<file path="src/rtl/vc_pkg.sv">
// Shared definitions for the vector-register writeback path.
// - wb_state_t : writeback sequencer FSM states.
// - addr_b()   : address width for a register file of a given depth.
// - elem_b()   : element-index width for a given number of lanes.
// The helpers clamp to a minimum of one bit so degenerate sizes still give
// legal vector widths.
package vc_pkg;

  typedef enum logic [1:0] {
    WB_IDLE  = 2'd0,
    WB_REQ   = 2'd1,
    WB_WRITE = 2'd2,
    WB_WAIT  = 2'd3
  } wb_state_t;

  function automatic int addr_b(input int reg_num);
    return (reg_num > 1) ? $clog2(reg_num) : 1;
  endfunction

  function automatic int elem_b(input int lanes);
    return (lanes > 1) ? $clog2(lanes) : 1;
  endfunction

endpackage

</file>
<file path="src/rtl/vc_wb_fifo.sv">
// Two-entry result buffer for the writeback sequencer.
// Ports:
//   clk_i, resetn_i           clock, async active-low reset
//   push_i, push_*_i          write one {addr, data, en} entry at the tail
//   pop_i                     drop the head entry
//   count_o                   number of buffered entries (0..2)
//   head_*_o                  head entry fields
//   slot_valid_o/slot_addr_o  per-slot occupancy and destination, used for
//                             read-after-write hazard detection
// The caller guarantees no push when full and no pop when empty.
module vc_wb_fifo #(
  parameter int AW    = 5,
  parameter int DW    = 32,
  parameter int LANES = 4
) (
  input  logic                   clk_i,
  input  logic                   resetn_i,
  input  logic                   push_i,
  input  logic [AW-1:0]          push_addr_i,
  input  logic [LANES*DW-1:0]    push_data_i,
  input  logic [LANES-1:0]       push_en_i,
  input  logic                   pop_i,
  output logic [1:0]             count_o,
  output logic [AW-1:0]          head_addr_o,
  output logic [LANES*DW-1:0]    head_data_o,
  output logic [LANES-1:0]       head_en_o,
  output logic [1:0]             slot_valid_o,
  output logic [1:0][AW-1:0]     slot_addr_o
);

  logic [AW-1:0]       addr_q [2];
  logic [LANES*DW-1:0] data_q [2];
  logic [LANES-1:0]    en_q   [2];
  logic                rd_ptr_q;
  logic                wr_ptr_q;
  logic [1:0]          count_q;

  // NOTE: payload storage has no reset; an entry is only meaningful while
  // count/pointers mark it occupied, so clearing it would buy nothing.
  always_ff @(posedge clk_i) begin
    if (push_i) begin
      addr_q[wr_ptr_q] <= push_addr_i;
      data_q[wr_ptr_q] <= push_data_i;
      en_q[wr_ptr_q]   <= push_en_i;
    end
  end

  // NOTE: sequential state uses non-blocking assignments so every register
  // samples the pre-edge values regardless of statement order.
  always_ff @(posedge clk_i or negedge resetn_i) begin
    if (!resetn_i) begin
      rd_ptr_q <= 1'b0;
      wr_ptr_q <= 1'b0;
      count_q  <= 2'd0;
    end else begin
      if (push_i) wr_ptr_q <= ~wr_ptr_q;
      if (pop_i)  rd_ptr_q <= ~rd_ptr_q;
      case ({push_i, pop_i})
        2'b10:   count_q <= count_q + 2'd1;
        2'b01:   count_q <= count_q - 2'd1;
        default: count_q <= count_q;
      endcase
    end
  end

  always_comb begin
    count_o         = count_q;
    head_addr_o     = addr_q[rd_ptr_q];
    head_data_o     = data_q[rd_ptr_q];
    head_en_o       = en_q[rd_ptr_q];
    // With one entry only the slot under the read pointer is live.
    slot_valid_o[0] = (count_q == 2'd2) || ((count_q == 2'd1) && !rd_ptr_q);
    slot_valid_o[1] = (count_q == 2'd2) || ((count_q == 2'd1) &&  rd_ptr_q);
    slot_addr_o[0]  = addr_q[0];
    slot_addr_o[1]  = addr_q[1];
  end

endmodule

</file>
<file path="src/rtl/vrf_wb_sequencer.sv">
// Writeback sequencer in front of one VRF lane.
// Buffers up to two whole-register results and serializes each into the VRF
// write port one element per cycle: a wr_req_o cycle, LANES element cycles,
// then a wait for wr_ready_i which retires the entry.
// Ports:
//   clk_i, resetn_i                       clock, async active-low reset
//   res_valid_i/res_ready_o               result handshake
//   res_addr_i/res_data_i/res_en_i        destination, packed elements, enables
//   wr_req_o/wr_en_o/wr_addr_o            VRF write request/strobe/address
//   wr_elem_cnt_o/wdata_o                 element index and data
//   wr_ready_i                            VRF accepts completion of the write
//   chk_addr_i/hazard_o                   RAW check against buffered entries
//   busy_o                                work buffered or in flight
//   done_o                                one-cycle pulse per retired register
module vrf_wb_sequencer
  import vc_pkg::*;
#(
  parameter int DATA_WIDTH = 32,
  parameter int REG_NUM    = 32,
  parameter int LANES      = 4
) (
  input  logic                          clk_i,
  input  logic                          resetn_i,
  input  logic                          res_valid_i,
  output logic                          res_ready_o,
  input  logic [addr_b(REG_NUM)-1:0]    res_addr_i,
  input  logic [LANES*DATA_WIDTH-1:0]   res_data_i,
  input  logic [LANES-1:0]              res_en_i,
  output logic                          wr_req_o,
  output logic                          wr_en_o,
  output logic [addr_b(REG_NUM)-1:0]    wr_addr_o,
  output logic [elem_b(LANES)-1:0]      wr_elem_cnt_o,
  output logic [DATA_WIDTH-1:0]         wdata_o,
  input  logic                          wr_ready_i,
  input  logic [addr_b(REG_NUM)-1:0]    chk_addr_i,
  output logic                          hazard_o,
  output logic                          busy_o,
  output logic                          done_o
);

  localparam int ADDR_B = addr_b(REG_NUM);
  localparam int ELEM_B = elem_b(LANES);
  localparam logic [ELEM_B-1:0] LAST_ELEM = ELEM_B'(LANES - 1);

  wb_state_t                  state_q, state_d;
  logic [ELEM_B-1:0]          elem_q, elem_d;
  logic                       push;
  logic                       pop;
  logic [1:0]                 count;
  logic [ADDR_B-1:0]          head_addr;
  logic [LANES*DATA_WIDTH-1:0] head_data;
  logic [LANES-1:0]           head_en;
  logic [1:0]                 slot_valid;
  logic [1:0][ADDR_B-1:0]     slot_addr;

  vc_wb_fifo #(
    .AW   (ADDR_B),
    .DW   (DATA_WIDTH),
    .LANES(LANES)
  ) u_fifo (
    .clk_i       (clk_i),
    .resetn_i    (resetn_i),
    .push_i      (push),
    .push_addr_i (res_addr_i),
    .push_data_i (res_data_i),
    .push_en_i   (res_en_i),
    .pop_i       (pop),
    .count_o     (count),
    .head_addr_o (head_addr),
    .head_data_o (head_data),
    .head_en_o   (head_en),
    .slot_valid_o(slot_valid),
    .slot_addr_o (slot_addr)
  );

  // Ready comes from the registered count only, never from the pop, so the
  // upstream handshake has no combinational path through wr_ready_i.
  assign res_ready_o = (count != 2'd2);
  assign push        = res_valid_i && res_ready_o;
  assign busy_o      = (count != 2'd0) || (state_q != WB_IDLE);
  assign hazard_o    = (slot_valid[0] && (slot_addr[0] == chk_addr_i)) ||
                       (slot_valid[1] && (slot_addr[1] == chk_addr_i));

  always_ff @(posedge clk_i or negedge resetn_i) begin
    if (!resetn_i) begin
      state_q <= WB_IDLE;
      elem_q  <= '0;
    end else begin
      state_q <= state_d;
      elem_q  <= elem_d;
    end
  end

  // NOTE: every signal written here gets a default first, so no path through
  // the case can leave one unassigned and infer a latch.
  always_comb begin
    state_d       = state_q;
    elem_d        = elem_q;
    pop           = 1'b0;
    done_o        = 1'b0;
    wr_req_o      = 1'b0;
    wr_en_o       = 1'b0;
    wr_elem_cnt_o = '0;
    wdata_o       = '0;
    wr_addr_o     = (state_q == WB_IDLE) ? '0 : head_addr;

    unique case (state_q)
      WB_IDLE: begin
        if (count != 2'd0) state_d = WB_REQ;
      end
      WB_REQ: begin
        wr_req_o = 1'b1;
        elem_d   = '0;
        state_d  = WB_WRITE;
      end
      WB_WRITE: begin
        wr_elem_cnt_o = elem_q;
        wdata_o       = head_data[int'(elem_q)*DATA_WIDTH +: DATA_WIDTH];
        // Disabled elements still take their slot; only the strobe is masked.
        wr_en_o       = head_en[elem_q];
        if (elem_q == LAST_ELEM) begin
          state_d = WB_WAIT;
        end else begin
          elem_d = elem_q + ELEM_B'(1);
        end
      end
      WB_WAIT: begin
        wr_elem_cnt_o = elem_q;
        if (wr_ready_i) begin
          pop    = 1'b1;
          done_o = 1'b1;
          // A push landing in the pop cycle counts as a remaining entry, so
          // back-to-back registers go straight to the next request.
          state_d = ((count == 2'd2) || push) ? WB_REQ : WB_IDLE;
        end
      end
      default: state_d = WB_IDLE;
    endcase
  end

endmodule
</file>
<file path="config.mk">
export PLATFORM = sky130hd
export DESIGN_NAME = vrf_wb_sequencer
export DESIGN_NICKNAME = d
export VERILOG_FILES = /design/src/rtl/vc_pkg.sv /design/src/rtl/vc_wb_fifo.sv /design/src/rtl/vrf_wb_sequencer.sv
export SDC_FILE = /design/constraint.sdc
export NUM_CORES = 1
export LEC_CHECK = 0
export BUFFER_PORTS_ARGS = -buffer_cell sky130_fd_sc_hd__buf_4
export CAP_MARGIN = 20
export CORE_ASPECT_RATIO = 0.75
export CORE_MARGIN = 2
export CORE_UTILIZATION = 60
export DETAILED_ROUTE_END_ITERATION = 8
export GPL_TIMING_DRIVEN = 0
export PLACE_DENSITY = 0.89
export SLEW_MARGIN = 20
export SYNTH_ARGS = -nofsm -noshare
export SYNTH_HDL_FRONTEND = slang
export SYNTH_SLANG_ARGS = --single-unit
export TNS_END_PERCENT = 10
</file>
<file path="constraint.sdc">
create_clock -name clk_i -period 17 [get_ports clk_i]
set_input_delay 0 -clock clk_i [delete_from_list [all_inputs] [get_ports clk_i]]
set_output_delay 0 -clock clk_i [all_outputs]
set_load 0.02 [all_outputs]
</file>
==> summary.md <==
| Metric | Value |
|---|---|
| Syn_nets | `708` |
| Worst slew margin | `50.61%` |
| Commonest non-fill, non-tap cell in the layout | `edfxtp_1` |
| Tmin final | `2.773 ns` |
| Crit path arrival time | `between 2 and 3 ns` |
| Nets | `1,075` |
| Final setup fails | `0` |
| CP top delay family | `buffers and inverters` |
| Reg-to-Reg Start | `u_fifo.count_o[0]` |
| Sequential-to-total area share from yosys stat | `75.30%` |
| Slowest stage delay, CP | `around 0.51 ns` |
| Endpoints failing hold | `0` |
| Peak Freq | `360.7 MHz` |
| Top Ports | `roughly 190` |
| WL met1 | `10,600 µm` |
| Detailed-route wire length per cell | `approximately 24 µm` |
| Initial antenna violation count | `0` |
| R2r endpoint | `u_fifo.data_q[0][96]` |
| Post-Synth Simple-Gate Area | `under 10%` |
| Max_cap viols | `0` |
| FP Rows | `43` |
| Synth unique cells | `33` |
| Critical path class | `flip-flop to primary output` |
| Lkg Pwr | `between 5 and 6 nW` |
| Top sig layer | `met4` |
| Share of cells above drive strength 1 | `30.18%` |
| ANT nets after route | `0` |
| Fin. max-slew vios | `0` |
| Buf+Inv Stages, Crit Path | `4` |
| Die height | `122.3 µm` |
| First-pass GRT wire length | `41,910 µm` |
| Fillers | `872` |
| Clock root cell | `clkbuf_16` |
| Worst Tran Pin Value | `between 0.7 and 0.8 ns` |
| FF+latch area | `8428 µm²` |
| CP startpoint | `state_q[0]` |
| Unrepaired setup endpoints after global routing | `no` |
| Core area | `18,400 µm²` |
| Avg Cell Area, Syn | `20.24 µm²` |
| 1st-iter DRT viols | `593` |
| Mapped cell area | `11,190 µm²` |
| Reg2Reg Setup Slack | `between 10 and 15 ns` |
| CP endpoint | `wdata_o[3]` |
| Worst clock skew | `0.01125 ns` |
| Cells after Synth | `553` |
| Total track usage | `28.72%` |
| CTS tree | `yes` |
| Largest net degree at the start of global routing | `just under 60` |
| DRT Pass-1 Iters | `5` |
| Part of the cycle the worst path needs | `16.31%` |
| Post-synthesis register bit count | `282` |
| DR vias/cell | `5.806` |
| Clock Path Buffers | `3` |
| Most frequent cells in the layout | `edfxtp_1, buf_4, dlygate4sd3_1` |
| TritonCTS Sinks | `roughly 280` |
| Met2 Routed Length | `roughly 15,000 µm` |
| Number of global-route vias before repair | `7,523` |
| Post-CTS Resized | `0` |
| Cell Chain, Critical Path | `inv_1 > ha_1 > clkbuf_1 > clkbuf_1 > o211a_1 > buf_4` |
| Post-Synth Adder-Cell Area | `just over 1%` |
| Setup crit start kind | `flip-flop` |
| Worst skew pair latency | `about 0.53 ns` |
| CTS Buf Count | `27` |
| Die width | `161.7 µm` |
| CP most frequent cell | `clkbuf_1` |
| Syn-to-layout area delta | `37.75%` |
| Clk slew on worst S/H paths | `0.06 ns` |
| Initial core utilization | `60.83%` |
| Asr flop ratio synth | `2.837%` |
| Ant. Diodes | `0` |
| Status | `completed` |
| Dpl hpwl | `~17,000 µm` |
| Number of setup buffers added after CTS | `0` |
| Post-Synth XOR/XNOR Area | `1.174%` |
| Multiplexer share of the synthesized area | `13.63%` |
| Number of synthesized flops with an enable pin | `~270` |
| Worst Hold Class | `input pin to flip-flop` |
| H-tree lvl count | `1` |
| Reg2reg path depth | `8` |
| Primary FF master, synth | `edfxtp_1` |
| Post-layout util | `83.79%` |
| Port Buf Inserts | `190` |
| YS warnings | `0` |
| CP required | `17.00 ns` |
| Die area | `~20,000 µm²` |
| Area of the multi-input gates | `~2600 µm²` |
| Cell count along the critical path | `6` |
| Largest family of logic cells by synthesized area | `multiplexers` |
| Crit Path Max Fanout | `10` |
| Drt total wl | `~28,000 µm` |
| Final setup TNS | `0 ns` |
| Crit path capture type | `primary output` |
| Power Density | `156.0 nW/µm²` |
| VDD IR max | `roughly 0.13 mV` |
| DR WL met3 | `2034 µm` |
| Remaining DRCs | `0` |
| Gr ovfl total | `0` |
| Gp weighted congestion | `a little over 0.8` |
| Highest-delay cell along the critical path | `clkbuf_1` |
| Complex-gate fraction of the synthesized area | `5.791%` |
| Vias post-DR | `roughly 7,000` |
==> cell families after synthesis <==
group | Yosys count
compound gates | 77
xor+xnor | 15
fa+ha+maj | 9
buf+inv | 38
flops | 282
mux | 106
simple gates | 26
==> worst reg2reg max path, stage by stage (launching register included) <==
cell and delay [ns]:
dfrtp_1 0.39, inv_1 0.08, ha_1 0.25, inv_1 0.14
nand2_1 0.17, nor2_4 0.47, buf_12 0.27, buf_12 0.25
buf_12 0.24
==> cells in the mapped netlist (2+ instances only) <==
master,n,area share [%]
edfxtp_1,274,74
mux2i_1,71,6.3
a22oi_1,33,2.2
o211a_1,33,3.0
mux4_2,20,4.0
mux4_1,13,3.1
clkbuf_1,11,0.37
xnor2_1,11,0.86
buf_2,10,0.45
ha_1,9,1.0
dfrtp_1,8,1.8
nor2_1,7,0.23
nand2_1,6,0.20
inv_1,5,0.17
o21ai_0,5,0.22
buf_4,4,0.27
buf_6,4,0.40
nand2b_1,4,0.22
xor2_1,4,0.31
buf_1,3,0.10
and2_1,2,0.11
and3_1,2,0.11
mux2_2,2,0.20
nor2b_1,2,0.11
o21a_1,2,0.13
==> sequential cells by signal, indices dropped and copies added (netlist names) <==
register         flops
u_fifo.data_q      256
u_fifo.en_q          8
state_q              2
u_fifo.wr_ptr_q      1
u_fifo.count_o       2
u_fifo.rd_ptr_q      1
u_fifo.addr_q       10
elem_q               2
==> power by group <==
group          switching (mW)  leakage [nW]  internal, mW  total [mW]
sequential             0.0508          2.65         0.950        1.00
combinational           0.450          2.85         0.343       0.793
clock                   0.250         0.452         0.361       0.611
==> worst min-delay path by stage <==
stage                        start                    to  cells after the start
floorplan                 resetn_i             elem_q[0]                      0
global placement          resetn_i       u_fifo.wr_ptr_q                      1
detailed placement        resetn_i       u_fifo.wr_ptr_q                      1
CTS                 res_data_i[14]  u_fifo.data_q[1][14]                      2
global route        res_data_i[76]  u_fifo.data_q[0][76]                      2
finish              res_data_i[67]  u_fifo.data_q[1][67]                      2
==> per-stage QoR <==
step	setup slack, ns	power (mW)	cell area [µm²]	instances	hold slack [ns]
2_1_floorplan	9.690	1.492	11190	553	-0.2956
3_3_place_gp	7.451	1.727	12930	990	-0.1767
3_5_place_dp	14.49	1.754	13100	997	-0.1711
4_1_cts	14.23	2.385	15420	1188	0.1770
5_1_grt	14.06	2.495	15420	1188	0.1903
6_report	14.23	2.405	15420	1188	0.1936
==> metal layers <==
metal / vias to the layer above / GRT usage, %
met5: - / 0
met4: 0 / 7.522
met3: 51 / 6.286
met2: 344 / 52.96
met1: 3482 / 34.87
li1: 3021 / -
==> layout make-up <==
cell class	instances	share of cell area, %
sequential	282	54.67
timing repair buffer	338	19.46
buffer	33	1.282
clock buffer	34	4.683
multi-input combinational	233	16.60
inverter	5	0.1217
clock inverter	16	1.177
tap	247	2.005
==> repair_timing <==
action                                 CTS  global route
setup endpoints to repair                0             0
endpoints found under the hold margin  285             0
hold buffers                           141             0
Note: power is estimated with default switching activity, not from simulation.
